$ cat config.mk
export PLATFORM = sky130hd
export DESIGN_NAME = bot_velocity_write_scheduler_flat
export DESIGN_NICKNAME = d
export VERILOG_FILES = /design/src/rtl/bot_velocity_write_scheduler_if.sv /design/src/rtl/bot_velocity_write_scheduler.sv /design/src/flat_wrapper.sv
export SDC_FILE = /design/constraint.sdc
export NUM_CORES = 1
export LEC_CHECK = 0
export ABC_CLOCK_PERIOD_IN_PS = 3010
export CORE_MARGIN = 2
export CORE_UTILIZATION = 50
export DETAILED_ROUTE_END_ITERATION = 16
export HOLD_SLACK_MARGIN = 0.06
export PLACE_DENSITY = 0.85
export SETUP_SLACK_MARGIN = 0.02
export SLEW_MARGIN = 20
export SYNTH_ARGS = -nofsm -noshare
export SYNTH_HDL_FRONTEND = slang
export SYNTH_SLANG_ARGS = --single-unit
$ cat constraint.sdc
create_clock -name clk -period 3.01 [get_ports clk]
set_clock_uncertainty 0.2 [all_clocks]
set_input_delay 0.602 -clock clk [delete_from_list [all_inputs] [get_ports clk]]
set_output_delay 0.602 -clock clk [all_outputs]
set_load 0.05 [all_outputs]
$ cat src/rtl/bot_velocity_write_scheduler_if.sv
// rtl/bot_velocity_write_scheduler_if.sv - shared velocity-write port between scheduler and bot-link writer
interface bot_velocity_write_scheduler_if #(
  parameter int VW = 16
);
  logic          wr_valid;
  logic [1:0]    wr_bot_id;
  logic [VW-1:0] wr_vx;
  logic [VW-1:0] wr_vy;
  logic          wr_ack;

  modport master (
    output wr_valid,
    output wr_bot_id,
    output wr_vx,
    output wr_vy,
    input  wr_ack
  );

  modport slave (
    input  wr_valid,
    input  wr_bot_id,
    input  wr_vx,
    input  wr_vy,
    output wr_ack
  );
endinterface

$ cat src/rtl/bot_velocity_write_scheduler.sv
// rtl/bot_velocity_write_scheduler.sv - batches six bot velocities and writes them round-robin to one port
// A write_check edge snapshots a batch; one further batch may be queued while busy.
module bot_velocity_write_scheduler #(
  parameter int SETTLE_CYC  = 300,
  parameter int TIMEOUT_CYC = 4096,
  parameter int VW          = 16
) (
  input  logic                           clk,
  input  logic                           rst,
  input  logic [VW-1:0]                  vx1_bin,
  input  logic [VW-1:0]                  vy1_bin,
  input  logic [VW-1:0]                  vx2_bin,
  input  logic [VW-1:0]                  vy2_bin,
  input  logic [VW-1:0]                  vx3_bin,
  input  logic [VW-1:0]                  vy3_bin,
  input  logic                           write_check,
  input  logic [2:0]                     bot_rdy,
  bot_velocity_write_scheduler_if.master wr,
  output logic                           en,
  output logic                           busy,
  output logic [2:0]                     dropped
);
  localparam int CNT_MAX = (SETTLE_CYC > TIMEOUT_CYC) ? SETTLE_CYC : TIMEOUT_CYC;
  localparam int CW      = $clog2(CNT_MAX + 1);
  localparam logic [CW-1:0] SETTLE_LAST  = CW'(SETTLE_CYC - 1);
  localparam logic [CW-1:0] TIMEOUT_LAST = CW'(TIMEOUT_CYC - 1);

  typedef enum logic [2:0] {S_IDLE, S_SETTLE, S_ARB, S_WRITE, S_DONE} state_t;
  typedef logic [2:0][VW-1:0] vel_set_t;

  state_t        state_q, state_d;
  logic          wc_q, wc_d;
  logic [CW-1:0] cnt_q, cnt_d;
  logic [2:0]    pending_q, pending_d;
  logic [2:0]    dropped_q, dropped_d;
  logic          queued_q, queued_d;
  logic [1:0]    rr_q, rr_d;
  logic [1:0]    gnt_q, gnt_d;
  vel_set_t      bvx_q, bvx_d, bvy_q, bvy_d;
  vel_set_t      nvx_q, nvx_d, nvy_q, nvy_d;
  logic          wr_valid_q, wr_valid_d;
  logic [1:0]    wr_id_q, wr_id_d;
  logic [VW-1:0] wr_vx_q, wr_vx_d, wr_vy_q, wr_vy_d;
  logic          en_q, en_d;
  logic          busy_q, busy_d;

  logic          req;
  logic          start;
  logic [2:0]    elig;
  logic [1:0]    pick;
  vel_set_t      live_vx, live_vy, start_vx, start_vy;

  // Bot indices are 0..2 internally; the first eligible bot at or after p wins.
  function automatic logic [1:0] rr_pick(input logic [2:0] e, input logic [1:0] p);
    logic [1:0] idx;
    rr_pick = p;
    for (int i = 2; i >= 0; i--) begin
      idx = (int'(p) + i >= 3) ? 2'(int'(p) + i - 3) : 2'(int'(p) + i);
      if (e[idx]) rr_pick = idx;
    end
  endfunction

  always_comb begin
    live_vx = {vx3_bin, vx2_bin, vx1_bin};
    live_vy = {vy3_bin, vy2_bin, vy1_bin};
    req     = write_check & ~wc_q;
    elig    = pending_q & bot_rdy;
    pick    = rr_pick(elig, rr_q);

    state_d    = state_q;
    wc_d       = write_check;
    cnt_d      = cnt_q;
    pending_d  = pending_q;
    dropped_d  = dropped_q;
    queued_d   = queued_q;
    rr_d       = rr_q;
    gnt_d      = gnt_q;
    bvx_d      = bvx_q;
    bvy_d      = bvy_q;
    nvx_d      = nvx_q;
    nvy_d      = nvy_q;
    wr_valid_d = wr_valid_q;
    wr_id_d    = wr_id_q;
    wr_vx_d    = wr_vx_q;
    wr_vy_d    = wr_vy_q;
    en_d       = 1'b0;
    busy_d     = busy_q;
    start      = 1'b0;
    start_vx   = live_vx;
    start_vy   = live_vy;

    // One-deep look-ahead: the latest request during a batch replaces any earlier one.
    if (req && (state_q inside {S_SETTLE, S_ARB, S_WRITE})) begin
      nvx_d    = live_vx;
      nvy_d    = live_vy;
      queued_d = 1'b1;
    end

    unique case (state_q)
      S_IDLE: start = req;
      S_SETTLE: begin
        if (cnt_q == SETTLE_LAST) begin
          cnt_d   = '0;
          state_d = S_ARB;
        end else begin
          cnt_d = cnt_q + CW'(1);
        end
      end
      S_ARB: begin
        if (elig != 3'b000) begin
          gnt_d      = pick;
          wr_valid_d = 1'b1;
          wr_id_d    = pick + 2'd1;
          wr_vx_d    = bvx_q[pick];
          wr_vy_d    = bvy_q[pick];
          state_d    = S_WRITE;
        end else if (cnt_q == TIMEOUT_LAST) begin
          dropped_d = dropped_q | pending_q;
          pending_d = 3'b000;
          en_d      = 1'b1;
          busy_d    = 1'b0;
          state_d   = S_DONE;
        end else begin
          cnt_d = cnt_q + CW'(1);
        end
      end
      S_WRITE: begin
        // Timeout count is frozen here; only wr_ack ends the handshake.
        if (wr.wr_ack) begin
          wr_valid_d = 1'b0;
          wr_id_d    = 2'd0;
          pending_d  = pending_q & ~(3'b001 << gnt_q);
          rr_d       = (gnt_q == 2'd2) ? 2'd0 : gnt_q + 2'd1;
          if (pending_d == 3'b000) begin
            en_d    = 1'b1;
            busy_d  = 1'b0;
            state_d = S_DONE;
          end else begin
            state_d = S_ARB;
          end
        end
      end
      S_DONE: begin
        state_d = S_IDLE;
        if (req) begin
          start = 1'b1;
        end else if (queued_q) begin
          start    = 1'b1;
          start_vx = nvx_q;
          start_vy = nvy_q;
        end
      end
      default: state_d = S_IDLE;
    endcase

    if (start) begin
      bvx_d     = start_vx;
      bvy_d     = start_vy;
      pending_d = 3'b111;
      dropped_d = 3'b000;
      busy_d    = 1'b1;
      cnt_d     = '0;
      queued_d  = 1'b0;
      state_d   = S_SETTLE;
    end
  end

  always_ff @(posedge clk) begin
    if (rst) begin
      state_q    <= S_IDLE;
      wc_q       <= 1'b0;
      cnt_q      <= '0;
      pending_q  <= 3'b000;
      dropped_q  <= 3'b000;
      queued_q   <= 1'b0;
      rr_q       <= 2'd0;
      gnt_q      <= 2'd0;
      bvx_q      <= '0;
      bvy_q      <= '0;
      nvx_q      <= '0;
      nvy_q      <= '0;
      wr_valid_q <= 1'b0;
      wr_id_q    <= 2'd0;
      wr_vx_q    <= '0;
      wr_vy_q    <= '0;
      en_q       <= 1'b0;
      busy_q     <= 1'b0;
    end else begin
      state_q    <= state_d;
      wc_q       <= wc_d;
      cnt_q      <= cnt_d;
      pending_q  <= pending_d;
      dropped_q  <= dropped_d;
      queued_q   <= queued_d;
      rr_q       <= rr_d;
      gnt_q      <= gnt_d;
      bvx_q      <= bvx_d;
      bvy_q      <= bvy_d;
      nvx_q      <= nvx_d;
      nvy_q      <= nvy_d;
      wr_valid_q <= wr_valid_d;
      wr_id_q    <= wr_id_d;
      wr_vx_q    <= wr_vx_d;
      wr_vy_q    <= wr_vy_d;
      en_q       <= en_d;
      busy_q     <= busy_d;
    end
  end

  assign wr.wr_valid  = wr_valid_q;
  assign wr.wr_bot_id = wr_id_q;
  assign wr.wr_vx     = wr_vx_q;
  assign wr.wr_vy     = wr_vy_q;
  assign en           = en_q;
  assign busy         = busy_q;
  assign dropped      = dropped_q;
endmodule

$ cat src/flat_wrapper.sv
// flat-port wrapper written by rule: the top's interface ports become plain ports
module bot_velocity_write_scheduler_flat 
#(
  parameter int SETTLE_CYC  = 300,
  parameter int TIMEOUT_CYC = 4096,
  parameter int VW          = 16
)
  (clk, rst, vx1_bin, vy1_bin, vx2_bin, vy2_bin, vx3_bin, vy3_bin, write_check, bot_rdy, en, busy, dropped, wr_wr_valid, wr_wr_bot_id, wr_wr_vx, wr_wr_vy, wr_wr_ack);
  bot_velocity_write_scheduler_if #(.VW(VW)) wr_i ();
  input  logic clk;
  input  logic rst;
  input  logic [VW-1:0] vx1_bin;
  input  logic [VW-1:0] vy1_bin;
  input  logic [VW-1:0] vx2_bin;
  input  logic [VW-1:0] vy2_bin;
  input  logic [VW-1:0] vx3_bin;
  input  logic [VW-1:0] vy3_bin;
  input  logic write_check;
  input  logic [2:0] bot_rdy;
  output logic en;
  output logic busy;
  output logic [2:0] dropped;
  output wire logic [$bits(wr_i.wr_valid)-1:0] wr_wr_valid;
  output wire logic [$bits(wr_i.wr_bot_id)-1:0] wr_wr_bot_id;
  output wire logic [$bits(wr_i.wr_vx)-1:0] wr_wr_vx;
  output wire logic [$bits(wr_i.wr_vy)-1:0] wr_wr_vy;
  input wire logic [$bits(wr_i.wr_ack)-1:0] wr_wr_ack;
  assign wr_wr_valid = wr_i.wr_valid;
  assign wr_wr_bot_id = wr_i.wr_bot_id;
  assign wr_wr_vx = wr_i.wr_vx;
  assign wr_wr_vy = wr_i.wr_vy;
  assign wr_i.wr_ack = wr_wr_ack;
  bot_velocity_write_scheduler #(.SETTLE_CYC(SETTLE_CYC), .TIMEOUT_CYC(TIMEOUT_CYC), .VW(VW)) u_core (.clk(clk), .rst(rst), .vx1_bin(vx1_bin), .vy1_bin(vy1_bin), .vx2_bin(vx2_bin), .vy2_bin(vy2_bin), .vx3_bin(vx3_bin), .vy3_bin(vy3_bin), .write_check(write_check), .bot_rdy(bot_rdy), .wr(wr_i), .en(en), .busy(busy), .dropped(dropped));
endmodule
==> summary.md, run 1 <==
| Metric | Value |
|---|---|
| P_leak | 5.55 nW |
| Initial DRC Count | 638 |
| Design area | 13,700 um^2 |
| Total Routed Length | 27.4 mm |
| Switching Fraction | 23.3% |
| Hold Path Stages | 2 |
| Antenna-violating nets left | 0 |
| Mapped Nets | about 1,400 |
| Hold Path End | u_core.nvy_q[1] |
| Via count | between 9,000 and 10,000 |
| Max Slew Vio Count | 0 |
| Total core area | between 20,000 and 25,000 um^2 |
| Psw | 1.84 mW |
| Worst skew pair latency | 520 ps |
| Pwr Total | 7.89 mW |
| Top cell type's share of synthesized area | between 40% and 50% |
| Clock power frac | a little over two fifths |
| Critical path data required time | ~3300 ps |
| RD Place Congestion | around 0.84 |
| Achievable Freq | 0.356 GHz |
| Crit end category | flop |
| Fin. Hold Viols | 0 |
| Part of the power in combinational logic | 9.7% |
| Yosys warning count | 0 |
| Top-count cell post-synth | dfxtp_1 |
| # Max-Cap Violations | 0 |
| Vias per cell | about 5.6 |
| Ranking of synthesized cells by area | dfxtp_1 47%, mux2i_1 12%, nand2_1 8.1% |
| Max transition margin | between 20 and 30% |
| Worst reg2reg path depth | 9 |
| Initial Utilization | 50.6% |
| Seq cells post-synth | 257 |
| Num CTS Buffers | 26 |
| Final Hold Slack | 253 ps |
| Reg clk slew, reported paths | 60 ps |
| Synthesized area per cell | 8.78 um^2 |
| Count of different cell masters after synthesis | 60 |
| RSZ-0062 raised after global routing | no |
| Critical path class | reg -> reg |
| Io pins | 143 |
| Cell Area, Synth | 10,900 um^2 |
| Peak VDD IR | 390 uV |
| Placed Area | 12,700 um^2 |
| Share of cells above drive strength 1 | 8.41% |
| Port Buffers | 142 |
| Maximum fanout along the worst path | 22 |
| CTS root buf | clkbuf_16 |
| # setup viols final | 0 |
| CTS tree | yes |
| Top post-synthesis cells by count | 257 x dfxtp_1, 235 x nand2_1, 132 x mux2i_1 |
| Final TNS setup | 0 ps |
| Vias in the first global route | 8,859 |
| Width of the chip | 152 um |
| Reg2reg end | u_core.wr.wr_vy[9] |
| Critical path launch point type | flop |
| Routed len/inst | 16.6 um |
| Asr flop ratio synth | 0% |
| Setup slack, reg-to-reg | between 200 and 250 ps |
| First-pass detailed-route iteration total | 5 |
| Layout area overhead | 25.1% |
| Initial antenna violation count | 3 |
| Cells after Synth | 1,247 |
| H-Tree Depth | 1 |
| Cell type with the largest total area after synthesis | dfxtp_1 |
| Grt total ovfl | 0 |
| Die area | ~23,000 um^2 |
| Min-Delay Path Class | reg -> reg |
| Worst r2r src | u_core.rr_q[1] |
| Pin count of the biggest net entering global routing | 119 |
| Row count | 54 |
| EDFF count, synth | 0 |
| Primary FF master, synth | dfxtp_1 |
| DRC | 0 |
| Core Util, Final | 63.3% |
| Hold Startpoint | u_core.nvy_q[1] |
| Final critical path time including I/O delays and setup | between 2000 and 3000 ps |
| Seq/Total Area, Yosys | 47.0% |
| Pwr Density | 577 nW/um^2 |
| Clk sinks | about 260 |
| Crit share post-route | 93.2% |
| DP HPWL | 17.9 mm |
| All-layer global routing usage | between 20% and 30% |
| Die H | 152 um |
| First-pass GRT wire length | 45.2 mm |
| P_int | 6.05 mW |
| Outcome | finished clean |
| Seq pwr share | 46.4% |
| Layout Nets | 1,457 |
| Critical path arrival | slightly above 3000 ps |
| CTS Buffer Depth | 3 |
| Slew of the pin with the lowest slew margin | 1080 ps |
layout make-up:
type,count,area (um^2)
clock inverter,10,155
antenna,3,7.51
timing repair buffer,176,1830
fill,1790,7930
multi-input combinational,860,5310
clock buffer,36,779
sequential,257,5150
tap,280,350
inverter,29,109
cells in the final DEF, fill, tap and decap left out, types with 3 or more instances in the layout:
cell type / instances
nand3b_1: 4
dfxtp_1: 256
nand2_1: 235
o211ai_1: 3
inv_1: 29
nor2b_1: 3
o21ai_0: 17
diode_2: 3
nor2_1: 127
bufinv_16: 4
a31oi_1: 3
nand3_1: 8
clkbuf_8: 7
buf_12: 12
mux2i_1: 132
a211oi_1: 115
o221ai_2: 20
a21oi_1: 109
clkbuf_16: 27
clkinv_2: 4
xor2_1: 8
nand2b_1: 4
buf_4: 22
clkdlybuf4s50_1: 141
ha_1: 3
and3_1: 3
and2_1: 4
nand4_1: 9
o221ai_1: 3
worst max-delay path by stage:
stage,depth (start not counted),end,from
after detailed placement,8,u_core.wr.wr_vy[9],bot_rdy[2]
after global routing,9,u_core.wr.wr_vx[0],u_core.rr_q[1]
after floorplan,11,u_core.wr.wr_vx[10],u_core.rr_q[1]
after CTS,9,u_core.wr.wr_vy[9],u_core.rr_q[1]
final,9,u_core.wr.wr_vy[9],u_core.rr_q[1]
after global placement,8,u_core.wr.wr_vx[0],bot_rdy[2]
worst max-delay path, stage by stage (launching register included):
cell and delay (ps):
dfxtp_2 370, inv_1 60, ha_1 250, nor2b_1 160, a221o_1 380, or2_1 230
o21a_2 140, or4_4 550, buf_12 200, o221ai_2 180
metal layers:
layer / part of all wire, % / global-route usage [%] / vias up
li1: - / - / 4567
met1: 44 / 31.0 / 4373
met2: 48 / 38.7 / 242
met3: 5.7 / 3.62 / 37
met4: 2.0 / 6.45 / 0
met5: 0 / 0 / -
registers in the layout, indices dropped and copies added (netlist names), 3 cells and up:
name	flops
u_core.state_q	3
u_core.cnt_q	13
u_core.bvx_q	48
u_core.pending_q	3
u_core.nvy_q	48
u_core.wr.wr_vx	16
u_core.bvy_q	48
u_core.nvx_q	48
u_core.dropped	3
u_core.wr.wr_vy	16
power groups by stage:
stage               registers, mW  logic [mW]  clock network [mW]
floorplan                    3.70       0.467                   0
global placement             3.73       0.742                   0
detailed placement           3.74       0.763                   0
CTS                          3.66       0.771                3.50
global route                 3.68       0.851                3.64
finish                       3.66       0.769                3.46
kinds of logic (layout without fill, tap and decap cells):
| logic type | count (synthesis) | after routing | synth area share (%) |
|---|---|---|---|
| AOI/OAI and AO/OA | 292 | 292 | 18.6 |
| xor gates and xnor gates | 10 | 10 | 0.800 |
| adders and majority gates | 4 | 4 | 0.457 |
| buffers and inverters | 130 | 251 | 4.84 |
| DFF | 257 | 257 | 47.0 |
| muxes | 133 | 133 | 12.2 |
| other | 0 | 3 | 0 |
| and+or+nand+nor | 421 | 421 | 16.1 |
per-stage QoR:
stage	instances	setup WS (ps)
2_1_floorplan	1247	221
3_3_place_gp	1602	-114
3_5_place_dp	1602	-151
4_1_cts	1648	139
5_1_grt	1651	31.8
6_report	1651	204
what timing repair did:
item	CTS	global route
gates resized for setup	0	2
hold buffers	0	0
setup endpoints to repair	0	11
setup buffers	0	0
(Power assumes the default switching activity.)
==> run 2: changes to the inputs <==
Settings changed: CORE_MARGIN 2 to not set, SETUP_SLACK_MARGIN 0.02 to 0.4.
==> run 2 against run 1 <==
  * Global-route usage grew 1.4 points
  * Core utilization grew 3.4 points
  * Total power shrank 0.41%
  * Critical path type unchanged
  * Largest cell class unchanged
  * Highest routed layer unchanged
==> summary.md, run 2 (synthesized netlist as in run 1, its figures left out) <==
| Metric | Value |
|---|---|
| Outcome | finished clean (unchanged) |
| Initial antenna violation count | 1 (was 3) |
| Via count | 9,467 (was 9,219) |
| # Max-Cap Violations | 0 (unchanged) |
| Pwr Density | 556 nW/um^2 (was 577 nW/um^2) |
| Setup slack, reg-to-reg | 290 ps (was 200 ps) |
| Worst slack, placed | -200 ps (was -151 ps) |
| Vias per cell | 5.66 (was 5.58) |
| Pin count of the biggest net entering global routing | 99 (was 119) |
| Crit-path slowest cell | or4_4 (unchanged) |
| Port Buffers | 142 (unchanged) |
| Critical path launch point type | flop (unchanged) |
| CTS root buf | clkbuf_16 (unchanged) |
| CP startpoint | u_core.rr_q[1] (unchanged) |
| # setup viols final | 0 (unchanged) |
| Fillers | 1,620 (was 1,790) |
| Total core area | 21,200 um^2 (was 21,600 um^2) |
| DRC | 0 (unchanged) |
| Register area | 5150 um^2 (about the same) |
| Row count | 53 (was 54) |
| First-pass GRT wire length | 44.2 mm (was 45.2 mm) |
| Clk sinks | 257 (unchanged) |
| Slew of the pin with the lowest slew margin | 908 ps (was 1080 ps) |
| Layout Cells excl Fill | 1,672 (was 1,651) |
| Width of the chip | 150 um (was 152 um) |
| Routed len/inst | 17.1 um (was 16.6 um) |
| CTS tree | yes (unchanged) |
| Critical path arrival | 2960 ps (was 3050 ps) |
| All-layer global routing usage | 24.5% (was 23.1%) |
| P_leak | 5.74 nW (was 5.55 nW) |
| Critical path data required time | 3250 ps (about the same) |
| Final critical path time including I/O delays and setup | 2720 ps (was 2810 ps) |
| CP peak stage delay | 590 ps (was 550 ps) |
| Total Routed Length | 28.7 mm (was 27.4 mm) |
| First-pass detailed-route iteration total | 5 (unchanged) |
| Max Slew Vio Count | 0 (unchanged) |
| RSZ-0062 raised after global routing | yes (was no) |
| DP HPWL | 18.2 mm (was 17.9 mm) |
| Antenna-violating nets left | 0 (unchanged) |
| Reg2reg end | u_core.wr.wr_vy[11] (was u_core.wr.wr_vy[9]) |
| Critical path class | reg -> reg (unchanged) |
| Area of the multi-input gates | 5480 um^2 (was 5310 um^2) |
| Num CTS Buffers | 27 (was 26) |
| Core Util, Final | 66.7% (was 63.3%) |
| Grt total ovfl | 0 (unchanged) |
| CP Depth | 9 (unchanged) |
| RD Place Congestion | 0.866 (was 0.842) |
| Setup WS post-layout | 294 ps (was 204 ps) |
| CTS Buffer Depth | 3 (unchanged) |
| Final TNS setup | 0 ps (unchanged) |
| Most frequent cells in the layout | 255 x dfxtp_1, 235 x nand2_1, 141 x clkdlybuf4s50_1 (was 256 x dfxtp_1, 235 x nand2_1, 141 x clkdlybuf4s50_1) |
| Io pins | 143 (unchanged) |
| Share of cells above drive strength 1 | 11.9% (was 8.41%) |
| Peak VDD IR | 408 uV (was 390 uV) |
| CP Cell Sequence | inv_4, ha_4, nor2b_4, a221o_1, or2_1, o21a_2, or4_4, buf_12, o221ai_2 (was inv_1, ha_1, nor2b_1, a221o_1, or2_1, o21a_2, or4_4, buf_12, o221ai_2) |
| Crit path capture | u_core.wr.wr_vy[11] (was u_core.wr.wr_vy[9]) |
| Total placed cells including tap cells | 1,600 (was 1,602) |
| Reg clk slew, reported paths | 60 ps (about the same) |
| Die area | 22,500 um^2 (was 23,100 um^2) |
| Layout area overhead | 29.3% (was 25.1%) |
| Min-Delay Path Class | in -> reg (was reg -> reg) |
| Initial Utilization | 51.6% (was 50.6%) |
| Die H | 150 um (was 152 um) |
| Hold Startpoint | rst (was u_core.nvy_q[1]) |
| Worst reg2reg path depth | 9 (unchanged) |
| Fin. Hold Viols | 0 (unchanged) |
| Pwr Total | 7.86 mW (was 7.89 mW) |
| Maximum fanout along the worst path | 6 (was 22) |
| Crit end category | flop (unchanged) |
| CP Buf/Inv Count | 2 (unchanged) |
| Layout Nets | 1,482 (was 1,457) |
| Commonest non-fill, non-tap cell in the layout | dfxtp_1 (unchanged) |
| Crit share post-route | 90.2% (was 93.2%) |
| Worst r2r src | u_core.rr_q[1] (unchanged) |
| Delay-heaviest family, CP | simple AND/OR/NAND/NOR gates (unchanged) |
| Achievable Freq | 0.368 GHz (was 0.356 GHz) |
| Worst skew pair latency | 540 ps (was 520 ps) |
| Vias in the first global route | 8,793 (was 8,859) |
| H-Tree Depth | 1 (unchanged) |
| Max transition margin | 39.5% (was 27.9%) |
| Initial DRC Count | 551 (was 638) |
-- run 2: cell count changes in the layout (fill, tap and decap cells not counted), sizes merged --
cell,before,now
clkbuf,36,39
clkinv,4,8
buf,35,57
clkinvlp,2,1
inv,29,30
diode,3,1
bufinv,4,3
-- run 2: worst reg2reg max path, cell delays in order, from the launching register on --
cell,delay (ps)
dfxtp_4,380
inv_4,40
ha_4,170
nor2b_4,120
a221o_1,380
or2_1,250
o21a_2,150
or4_4,590
buf_12,200
o221ai_2,160
-- run 2: timing repair --
item	4_1_cts	5_1_grt
endpoints found under the setup margin	32	44
hold endpoints to repair	0	0
gates cloned	2	2
buffers inserted	3	14
pin swaps	4	11
hold buffers	0	0
resized for setup	9	32
-- run 2: layout make-up --
class | count | share of cell area (%)
clock inverter | 13 | 1.03
timing repair buffer | 200 | 15.3
clock buffer | 37 | 5.32
antenna | 1 | 0.0177
tap | 275 | 2.43
multi-input combinational | 860 | 38.7
sequential | 257 | 36.4
inverter | 29 | 0.787
-- run 2: through the flow --
| stage | cell area [um^2] | hold slack [ps] |
|---|---|---|
| after floorplan | 11000 | 236 |
| after global placement | 12800 | 240 |
| after detailed placement | 12800 | 246 |
| after CTS | 13800 | 177 |
| after global routing | 14100 | 197 |
| final | 14100 | 200 |
-- run 2: how the worst min path moves through the flow --
stage	to	slack [ps]	cells after the start
detailed placement	u_core.nvx_q[29]	250	2
CTS	u_core.gnt_q[0]	180	2
floorplan	u_core.nvx_q[0]	240	2
finish	u_core.nvy_q[31]	200	2
global placement	u_core.nvx_q[11]	240	2
global route	u_core.gnt_q[1]	200	2
-- run 2: where the power goes --
group	total [mW]	leakage, nW	internal, mW	switching (mW)
Combinational	0.845	3.19	0.396	0.449
Clock	3.35	0.447	2.01	1.34
Sequential	3.67	2.10	3.56	0.104
-- run 2: metal layers --
layer,GRT usage [%],vias up,wire (um)
met5,0,-,0
met2,40.3,281,13700
li1,-,4631,-
met1,32.4,4488,12600
met4,10.3,0,1050
met3,2.90,67,1330
==> run 3: changes to the inputs <==
Settings changed: GPL_TIMING_DRIVEN set to 0.
==> run 3 against run 2 <==
  * Cell count rose by 3.3%
  * Sequential share of layout area rose by 0.50 points
  * Critical path depth rose by 2
  * Combinational power fell by 2%
  * Count of clock-buffer cells in the layout rose by 2
  * Global-route usage rose by 3.4 points
  * Core utilization fell by 0.90 points
==> summary.md, run 3 (synthesized netlist as in run 1, its figures left out) <==
| Metric | Value |
|---|---|
| Pwr Density | 569 nW/um^2 (was 556 nW/um^2) |
| Initial antenna violation count | 0 (was 1) |
| Achievable Freq | 0.355 GHz (was 0.368 GHz) |
| Layout Nets | 1,540 (was 1,482) |
| Share of cells above drive strength 1 | 10.5% (was 11.9%) |
| Max Slew Vio Count | 0 (unchanged) |
| First-pass detailed-route iteration total | 7 (was 5) |
| Design area | 14,000 um^2 (was 14,100 um^2) |
| Num CTS Buffers | 27 (unchanged) |
| Pin count of the biggest net entering global routing | 15 (was 99) |
| Total core area | 21,200 um^2 (unchanged) |
| Vias per cell | 5.78 (was 5.66) |
| Antenna-violating nets left | 0 (unchanged) |
| Die area | 22,500 um^2 (unchanged) |
| RSZ-0062 raised after global routing | yes (unchanged) |
| Max transition margin | 53.7% (was 39.5%) |
| Final critical path time including I/O delays and setup | 2810 ps (was 2720 ps) |
| # Max-Cap Violations | 0 (unchanged) |
| Hold Path Stages | 2 (unchanged) |
| Most frequent cells in the layout | 255 x dfxtp_1, 235 x nand2_1, 142 x clkdlybuf4s50_1 (was 255 x dfxtp_1, 235 x nand2_1, 141 x clkdlybuf4s50_1) |
| Delay-heaviest family, CP | simple AND/OR/NAND/NOR gates (unchanged) |
| Worst skew pair latency | 550 ps (was 540 ps) |
| Initial Utilization | 51.6% (unchanged) |
| CP most frequent cell | buf_4 |
| Vias in the first global route | 9,527 (was 8,793) |
| Final Hold Slack | 254 ps (was 200 ps) |
| CP Depth | 11 (was 9) |
| Crit-path slowest cell | or4_4 (unchanged) |
| Critical path arrival | 3090 ps (was 2960 ps) |
| Critical path class | reg -> reg (unchanged) |
| Initial DRC Count | 702 (was 551) |
| Critical path launch point type | flop (unchanged) |
| Worst reg2reg path depth | 11 (was 9) |
| # setup viols final | 0 (unchanged) |
| Outcome | finished clean (unchanged) |
| Reg clk slew, reported paths | 60 ps (about the same) |
| Hold Buf Count CTS | 0 (unchanged) |
| P_leak | 5.68 nW (was 5.74 nW) |
| Io pins | 143 (unchanged) |
| Clk sinks | 257 (unchanged) |
| Critical path data required time | 3280 ps (was 3250 ps) |
| First-pass GRT wire length | 49.3 mm (was 44.2 mm) |
| Peak VDD IR | 383 uV (was 408 uV) |
| Maximum fanout along the worst path | 10 (was 6) |
| Slew of the pin with the lowest slew margin | 694 ps (was 908 ps) |
| Grt total ovfl | 0 (unchanged) |
| Port Buffers | 142 (unchanged) |
| CP Cell Sequence | buf_4, ha_4, nand4b_1, o31ai_4, a311oi_2, buf_4, o21a_4, or4_4, buf_6, buf_8, o221ai_2 (was inv_4, ha_4, nor2b_4, a221o_1, or2_1, o21a_2, or4_4, buf_12, o221ai_2) |
| RD Place Congestion | 0.875 (was 0.866) |
| Row count | 53 (unchanged) |
| Total Routed Length | 31.5 mm (was 28.7 mm) |
| H-Tree Depth | 1 (unchanged) |
| DRC | 0 (unchanged) |
| Crit end category | flop (unchanged) |
| CP peak stage delay | 510 ps (was 590 ps) |
| Routed len/inst | 18.3 um (was 17.1 um) |
| Min-Delay Path Class | reg -> reg (was in -> reg) |
| Placed Area | 12,700 um^2 (was 12,800 um^2) |
| Crit share post-route | 93.5% (was 90.2%) |
| CTS root buf | clkbuf_16 (unchanged) |
| Layout area overhead | 27.5% (was 29.3%) |
| Die H | 150 um (unchanged) |
| CTS tree | yes (unchanged) |
| CTS Buffer Depth | 3 (unchanged) |
| DP HPWL | 22.1 mm (was 18.2 mm) |
| Width of the chip | 150 um (unchanged) |
| Pwr Total | 7.93 mW (was 7.86 mW) |
| Commonest non-fill, non-tap cell in the layout | dfxtp_1 (unchanged) |
| N_diodes | 0 (was 1) |
| Fin. Hold Viols | 0 (unchanged) |
| All-layer global routing usage | 27.9% (was 24.5%) |
| Via count | 9,974 (was 9,467) |
| CP Buf/Inv Count | 4 (was 2) |
==> run 3: cell count changes in the layout (fill, tap and decap cells not counted), moves of 6 or more <==
cell      delta
clkbuf_1    +46
buf_2        +7
buf_4       -14
buf_1        +6
a211oi_2     -7
a211oi_1     +8
clkbuf_2    +30
buf_12      -16
==> run 3: final timing paths <==
kind,startpoint,endpoint,slack (ps)
worst max-delay path,u_core.rr_q[1],u_core.wr.wr_vy[1],200
worst min-delay path,u_core.nvx_q[24],u_core.nvx_q[24],250
worst max register to register,u_core.rr_q[1],u_core.wr.wr_vy[1],200
worst min register to register,u_core.nvx_q[24],u_core.nvx_q[24],250
==> run 3: cell type report <==
type	count	area [um^2]
repair buffers	157	1530
inverters	29	109
well taps	275	344
multi-input cells	860	5390
plain buffers	101	508
flip-flops and latches	257	5150
clock buffers	39	781
fillers	1634	7260
clock inverters	9	135
==> run 3: per-stage QoR <==
stage                     setup WS, ps  util, %  instances  setup TNS [ps]
final                              196     65.8       1727               0
after global routing               109     65.8       1727               0
after CTS                          248     65.2       1719               0
after detailed placement          -591     60.1       1664          -38680
after global placement            -655     60.1       1664          -48570
after floorplan                    246        -       1247               0
==> run 3: metal layers <==
layer,vias up,GRT usage (%),wire (um)
met1,4740,35.9,13100
met4,0,13.7,1370
met2,407,45.9,15000
met5,-,0,0
met3,91,3.84,2120
li1,4736,-,-
==> run 3: timing repair <==
action | in CTS | in global routing
resized for setup | 42 | 37
gates cloned | 0 | 0
setup buffers | 7 | 8
pin swaps | 3 | 3
setup endpoints to repair | 159 | 234
==> run 3: worst register-to-register path: stages, from the launching register on <==
cell,delay (ps)
dfxtp_4,350
buf_4,150
ha_4,310
nand4b_1,180
o31ai_4,130
a311oi_2,80
buf_4,160
o21a_4,220
or4_4,510
buf_6,160
buf_8,150
o221ai_2,160
==> run 3: report_power, final <==
group	internal [mW]	switching (mW)	leakage, nW	total [mW]
combinational	0.349	0.483	3.12	0.832
sequential	3.56	0.109	2.10	3.67
clock	2.06	1.37	0.455	3.43
==> variant, RTL diff (config.mk and constraints of run 2) <==
`SETTLE_CYC` is set to 300 in 2 places; all go to 600.
--- a/src/rtl/bot_velocity_write_scheduler.sv
+++ b/src/rtl/bot_velocity_write_scheduler.sv
@@ -3,3 +3,3 @@
 module bot_velocity_write_scheduler #(
-  parameter int SETTLE_CYC  = 300,
+  parameter int SETTLE_CYC  = 600,
   parameter int TIMEOUT_CYC = 4096,
--- a/src/flat_wrapper.sv
+++ b/src/flat_wrapper.sv
@@ -3,3 +3,3 @@
 #(
-  parameter int SETTLE_CYC  = 300,
+  parameter int SETTLE_CYC  = 600,
   parameter int TIMEOUT_CYC = 4096,
Formal check against the unedited RTL: no difference found for any inputs over 10 cycles, from zero or initial values and one cycle with rst high; that may be too few to reach the edited logic, so the function may still have changed.
==> variant against run 2 <==
Sequential cell count is the same. Final area shrank 3.6%. Global-route usage decreased by 0.28 points. Count of clock-buffer cells in the layout up 3. Total power down 0.98%. Largest power group unchanged. Routed wire length is 4.1% lower. Synthesized area shrank 1.6%. Critical path depth down 8. Critical path type is now reg2out. Setup slack improved by 160 ps. Register-to-register slack better by 180 ps.
==> variant: results (changes against run 2) <==
{
  "p_switching": {"value": 1.82, "unit": "mW", "change": "-4.2%"},
  "n_multi_input_combinational_cell": {"value": 866, "change": "+0.70%"},
  "post-route-util": {"value": 64.7, "unit": "%", "change": "-2.0 points"},
  "buffers": {"value": 183, "change": "-8.5%"},
  "rrSetupSlack": {"value": 470, "unit": "ps", "change": "+180 ps"},
  "clockNetworkAreaShare": {"value": 6.69, "unit": "%", "change": "+0.33 points"},
  "first_global_vias": {"value": 8581, "change": "-2.4%"},
  "crit_path_max_fanout": {"value": 2, "change": "-4"},
  "grtUsageMet3": {"value": 4.43, "unit": "%", "change": "+1.5 points"},
  "hpwl": {"value": 17.4, "unit": "mm", "change": "-4.6%"},
  "non_clock_buffer_area_share": {"value": 14.2, "unit": "%", "change": "-1.1 points"},
  "ctsResizeCount": {"value": 2, "change": "-7"},
  "status": {"value": "complete, no violations"},
  "vias": {"value": 9289, "change": "-1.9%"},
  "yosys-mux-area-fraction": {"value": 11.9, "unit": "%", "change": "-0.24 points"},
  "initial_antenna_violation_count": {"value": 3, "change": "+2"},
  "timing.critical_path.slowest_cell_delay": {"value": 880, "unit": "ps", "change": "+290 ps"},
  "final_nets": {"value": 1474, "change": "-0.54%"},
  "worst_ir_drop_vdd": {"value": 0.469, "unit": "mV", "change": "+15%"},
  "layout.area.seq": {"value": 0.00515, "unit": "mm^2", "change": "about the same"},
  "synth_seq_area_share": {"value": 47.8, "unit": "%", "change": "+0.76 points"},
  "totalWireLength": {"value": 27.5, "unit": "mm", "change": "-4.1%"},
  "crit_path_dat": {"value": 1750, "unit": "ps", "change": "-1210 ps"},
  "hold_end": {"value": "u_core.cnt_q[0]"},
  "timing.rr.end": {"value": "u_core.wr.wr_vy[4]"},
  "synth_cells": {"value": 1251, "change": "+0.32%"},
  "placedCellCount": {"value": 1604, "change": "+0.25%"},
  "cts_post_setup_buffers_inserted": {"value": 0, "change": "-3"},
  "largest_net_degree_at_the_start_of_global_routing": {"value": 109, "change": "+10%"},
  "synth.top_cells.by_count": {"value": "sky130_fd_sc_hd__dfxtp_1 (257), sky130_fd_sc_hd__nand2_1 (242), sky130_fd_sc_hd__nor2_1 (135), sky130_fd_sc_hd__mux2i_1 (125), sky130_fd_sc_hd__a21oi_1 (120)"},
  "gp_congestion": {"value": 0.866, "change": "about the same"},
  "global_route.usage.met1": {"value": 32.9, "unit": "%", "change": "+0.48 points"}
}
variant: changes by cell type after synthesis, sizes merged, moves of 7 or more:
cell	delta
nand4	-7
a211oi	-15
mux2i	-7
o21ai	-8
nor2	+7
a21oi	+12
variant: worst register-to-register path, stage by stage, from the launching register on:
cell and delay (ps):
sky130_fd_sc_hd__dfxtp_2 340, sky130_fd_sc_hd__buf_4 110, sky130_fd_sc_hd__ha_2 260, sky130_fd_sc_hd__mux2_2 360, sky130_fd_sc_hd__o221a_4 280, sky130_fd_sc_hd__a21oi_4 180
sky130_fd_sc_hd__buf_12 160, sky130_fd_sc_hd__buf_12 140, sky130_fd_sc_hd__mux2i_1 220, sky130_fd_sc_hd__o221ai_1 150
variant: layer usage:
metal / wire length [um] / vias to the layer above / share of wire, %
li1: - / 4605 / -
met1: 12200 / 4372 / 44
met2: 12800 / 248 / 47
met3: 1700 / 62 / 6.2
met4: 786 / 2 / 2.9
met5: 14 / - / 0.051
